[src/rtl/pipe_hazard_ctrl.sv]
// pipe_hazard_ctrl: in-order pipeline hazard unit providing forwarding selects, load-use and mul/div stalls, and ID redirect flush
// Ports:
//   clk, rst_n                     clock, asynchronous active-low reset
//   id_valid                       ID stage holds a real instruction
//   id_rs, id_rt, id_use_rs/rt     source register addresses and whether each is read
//   id_wr_en, id_wr_addr           destination write of the ID instruction
//   id_is_load, id_is_md           ID instruction is a load / multi-cycle mul-div op
//   id_redirect                    branch or jump resolved taken in ID
//   stall_f, bubble_e              hold PC and IF/ID, inject NOP into EX
//   flush_d                        squash the instruction entering ID
//   fwd_rs, fwd_rt                 operand source: 0 = register file, k = stage k result
//   md_busy                        multi-cycle unit occupied
module pipe_hazard_ctrl #(
  parameter int REG_AW = 5,
  parameter int NSTAGE = 3,
  parameter int LOAD_STAGE = 2,
  parameter int MD_LAT = 4
) (
  input  logic              clk,
  input  logic              rst_n,
  input  logic              id_valid,
  input  logic [REG_AW-1:0] id_rs,
  input  logic [REG_AW-1:0] id_rt,
  input  logic              id_use_rs,
  input  logic              id_use_rt,
  input  logic              id_wr_en,
  input  logic [REG_AW-1:0] id_wr_addr,
  input  logic              id_is_load,
  input  logic              id_is_md,
  input  logic              id_redirect,
  output logic              stall_f,
  output logic              bubble_e,
  output logic              flush_d,
  output logic [2:0]        fwd_rs,
  output logic [2:0]        fwd_rt,
  output logic              md_busy
);
  logic [NSTAGE:1]   recValid, recWrEn, recIsLoad;
  logic [REG_AW-1:0] recWrAddr [1:NSTAGE];
  logic [3:0]        mdCnt;
  logic [2:0]        fwdRs, fwdRt;
  logic              rsLoad, rtLoad, loadStall, mdStall, stall, issue;
  // Scan oldest to youngest so the youngest producer overwrites older matches;
  // the load flag tracks whichever record finally won.
  always_comb begin
    fwdRs = '0;
    fwdRt = '0;
    rsLoad = 1'b0;
    rtLoad = 1'b0;
    for (int k = NSTAGE; k >= 1; k--) begin
      if (id_use_rs && id_rs != '0 && recValid[k] && recWrEn[k] && recWrAddr[k] == id_rs) begin
        fwdRs = 3'(k);
        rsLoad = recIsLoad[k] && k < LOAD_STAGE;
      end
      if (id_use_rt && id_rt != '0 && recValid[k] && recWrEn[k] && recWrAddr[k] == id_rt) begin
        fwdRt = 3'(k);
        rtLoad = recIsLoad[k] && k < LOAD_STAGE;
      end
    end
  end
  assign loadStall = rsLoad | rtLoad;
  assign mdStall = id_valid & id_is_md & (mdCnt != 4'd0);
  assign stall = id_valid & (loadStall | mdStall);
  assign issue = id_valid & ~stall;
  always_ff @(posedge clk or negedge rst_n) begin
    if (!rst_n) begin
      recValid <= '0;
      recWrEn <= '0;
      recIsLoad <= '0;
      for (int k = 1; k <= NSTAGE; k++) recWrAddr[k] <= '0;
      mdCnt <= '0;
    end else begin
      recValid <= {recValid[NSTAGE-1:1], issue};
      recWrEn <= {recWrEn[NSTAGE-1:1], id_wr_en};
      recIsLoad <= {recIsLoad[NSTAGE-1:1], id_is_load};
      recWrAddr[1] <= id_wr_addr;
      for (int k = 2; k <= NSTAGE; k++) recWrAddr[k] <= recWrAddr[k-1];
      mdCnt <= (issue & id_is_md) ? 4'(MD_LAT) : mdCnt - 4'(mdCnt != 4'd0);
    end
  end
  // Cleared state already forces stalls, forwards and busy to 0 in reset;
  // flush depends only on inputs, so it is gated by rst_n directly.
  assign stall_f = stall;
  assign bubble_e = stall;
  assign flush_d = rst_n & id_valid & id_redirect & ~stall;
  assign fwd_rs = fwdRs;
  assign fwd_rt = fwdRt;
  assign md_busy = mdCnt != 4'd0;
endmodule

[config.mk]
export PLATFORM = sky130hd
export DESIGN_NAME = pipe_hazard_ctrl
export DESIGN_NICKNAME = d
export VERILOG_FILES = /design/src/rtl/pipe_hazard_ctrl.sv
export SDC_FILE = /design/constraint.sdc
export NUM_CORES = 1
export LEC_CHECK = 0
export BUFFER_PORTS_ARGS = -buffer_cell sky130_fd_sc_hd__buf_2
export CORE_UTILIZATION = 45
export CTS_CLUSTER_DIAMETER = 150
export DETAILED_ROUTE_END_ITERATION = 10
export GPL_ROUTABILITY_DRIVEN = 0
export PLACE_DENSITY = 0.67
export SYNTH_ARGS = -nofsm -noshare
export SYNTH_HDL_FRONTEND = slang
export SYNTH_SLANG_ARGS = --single-unit
[constraint.sdc]
create_clock -name clk -period 4.55 [get_ports clk]
set_input_delay 0.455 -clock clk [delete_from_list [all_inputs] [get_ports clk]]
set_output_delay 0.455 -clock clk [all_outputs]
set_load 0.02 [all_outputs]
==> results.toml <==
[worst_setup_path]
crit_buf_inv = 1
worst_path_dominant_cell_family = "simple AND/OR/NAND/NOR gates"
worstPathMaxFanout = 4
critPathCaptureType = "output port"
cpMaxStageDelayCell = "or4_4"
cp-start-kind = "register"
required_ns = 4.09
crit_chain = "xnor2_1 > nand4_1 > or4_4 > a21boi_4 > o21a_1 > buf_2"
cpPeakStageDelay_ns = 0.56
crit_type = "reg2out"
critPathArrivalTime_ns = 2.14

[routing]
vias_per_cell = 5.02
num_vias = 888
ant_nets = 0
drtIter0Drc = 24
wl_per_cell_um = 13.4
first_pass_iters = 4
drt-total-wl_mm = 2.37
drc = 0

[timing]
drv_slew = 0
worst_slew_pin_slew_ns = 0.593
rsz0062_at_grt = "false"
slew_headroom = 0.605
min_period_ns = 2.59
skew_ns = 0.00305
post-route-period-util = 0.570
max_freq_ghz = 0.385
tns_ns = 0
hold_viol = 0
setup_violations = 0

[clock_network]
htree_levels = 1
cts.path.max_buffers = 2
postCtsResizedCells = 0
cts.sinks = 26
cts_buffers = 3
clk_transition_reported_paths_ns = 0.13
hold_buffers = 0
cts_setup_buffers = 0
cts_tree = "done"
cts_root_buf = "clkbuf_4"
clk_latency_ns = 0.31

[logic_synthesis]
syn-cell-area_mm2 = 0.00129
synthFlopType = "dfrtp_1"
synth.top_cell.area_share = 0.506
yosysSeqAreaShare = 0.506
netlist_instances = 114
syn_avg_cell_area_um2 = 11.3
synth_edf_count = 0
synth_warnings = 0
ys_top_cells_by_count = "dfrtp_1, xnor2_1, nand2_1"
post_synth_num_cell_types = 25
synth.ff_latch_count = 26
ys_async_sr_fraction = 1.00
synthTopCellsByArea = "dfrtp_1, xnor2_1, xor2_1"
yosysTopAreaCell = "dfrtp_1"

[run_status]
status = "complete, no violations"

[finish]
fin_nets = 174
post-route-util = 0.543
antennaDiodeCount = 0
area_growth_pct = 15.4
final_layout_size_suffix_gt1_frac = 0.274
fillCellCount = 246

[die]
start_util = 0.470
fp-row-count = 19
core_area_mm2 = 0.00273
dieArea_mm2 = 0.00308
dieWidth_um = 55.5
design.portCount = 34
die_h_um = 55.5

[power_and_ir_drop]
p_total_mw = 0.518
powerDensity_mw_per_mm2 = 349
ir_drop_v = 0.000233
p_leak_nw = 0.659

[global_routing]
grt_util_all_layers = 0.167
grt_max_degree = 28
antenna_found_initial = 0
grt_pass1_vias = 941
grt_pass1_wl_mm = 4.08
grt.overflow.total = 0

[run]
cap_violations = 0

[placed_design]
portBuffers = 31
hpwl_mm = 1.93

[min_path]
hold_path_class = "in2async"
## power by group
part	total (mW)	switching [mW]	internal [mW]
Sequential	0.286	0.0233	0.263
Clock	0.0931	0.0623	0.0309
Combinational	0.139	0.0716	0.0674
## cells by family after synthesis
family,synth area share
AND/OR/NAND/NOR,0.183
XOR/XNOR,0.218
flip-flops,0.506
buffers and inverters,0.0292
AO/OA/AOI/OAI,0.0418
adder cells (fa/ha/maj),0.0195
other,0.00292
## placed cells by master (no fill, tap or decap), drive strengths merged, types with 2 or more instances in the layout
master  netlist  final
nand2        11     11
dfrtp        26     26
conb          1      2
nor2          4      4
inv           4      4
nand4         6      6
ha            2      2
xor2          6      6
nor3b         2      2
xnor2        26     26
nor4          4      4
o21ai         3      3
nor3          2      2
buf           3     31
or4           7      7
clkbuf        0      3
## flip-flops by register name, summed over array words and instances, names as in the netlist
register and cells:
recWrAddr 15, recWrEn 3, recIsLoad 1, mdCnt 4
recValid 3
## stage by stage
| stage | worst slack, ns | hold slack, ns | instance area [um^2] | instances |
|---|---|---|---|---|
| 3_5_place_dp | 2.09 | 0.358 | 1460 | 174 |
| 3_3_place_gp | 2.10 | 0.358 | 1460 | 174 |
| 6_report | 1.96 | 0.131 | 1480 | 177 |
| 5_1_grt | 1.84 | 0.157 | 1480 | 177 |
| 2_1_floorplan | 2.21 | 0.159 | 1290 | 115 |
| 4_1_cts | 1.92 | 0.144 | 1480 | 177 |
## worst reg2reg max path: cells and delay by family (launching register included)
family                   cells  cell delay, ns
flip-flops                   1            0.43
buffers and inverters        1            0.15
adder cells (fa/ha/maj)      2            0.50
AND/OR/NAND/NOR              2            0.64
## metal layers
| layer | GRT usage | routed length, um | vias to the layer above |
|---|---|---|---|
| met5 | 0 | 0 | - |
| met4 | 0.0357 | 8 | 0 |
| met3 | 0.0234 | 87 | 2 |
| met2 | 0.282 | 1160 | 19 |
| met1 | 0.230 | 1120 | 417 |
| li1 | - | - | 450 |
## worst paths after layout
| check | from | endpoint | slack, ns | depth (start not counted) |
|---|---|---|---|---|
| max | recWrAddr[13] | stall_f | 1.96 | 6 |
| min | rst_n | recWrAddr[4] | 0.13 | 1 |
| max reg2reg | mdCnt[2] | mdCnt[1] | 2.77 | 5 |
| min reg2reg | recValid[1] | recValid[2] | 0.39 | 0 |
| max in group asynchronous | rst_n | recWrEn[3] | 4.03 | 1 |
| min in group clk | id_wr_addr[2] | recWrAddr[12] | 0.24 | 1 |
## layout make-up
type,count,area [um^2],area share
timing repair buffer,31,155,0.105
inverter,4,15.0,0.0101
multi-input combinational,82,602,0.406
clock buffer,3,22.5,0.0152
tap,31,38.8,0.0261
sequential,26,651,0.438
No activity file was read; power rests on OpenSTA's default activity.
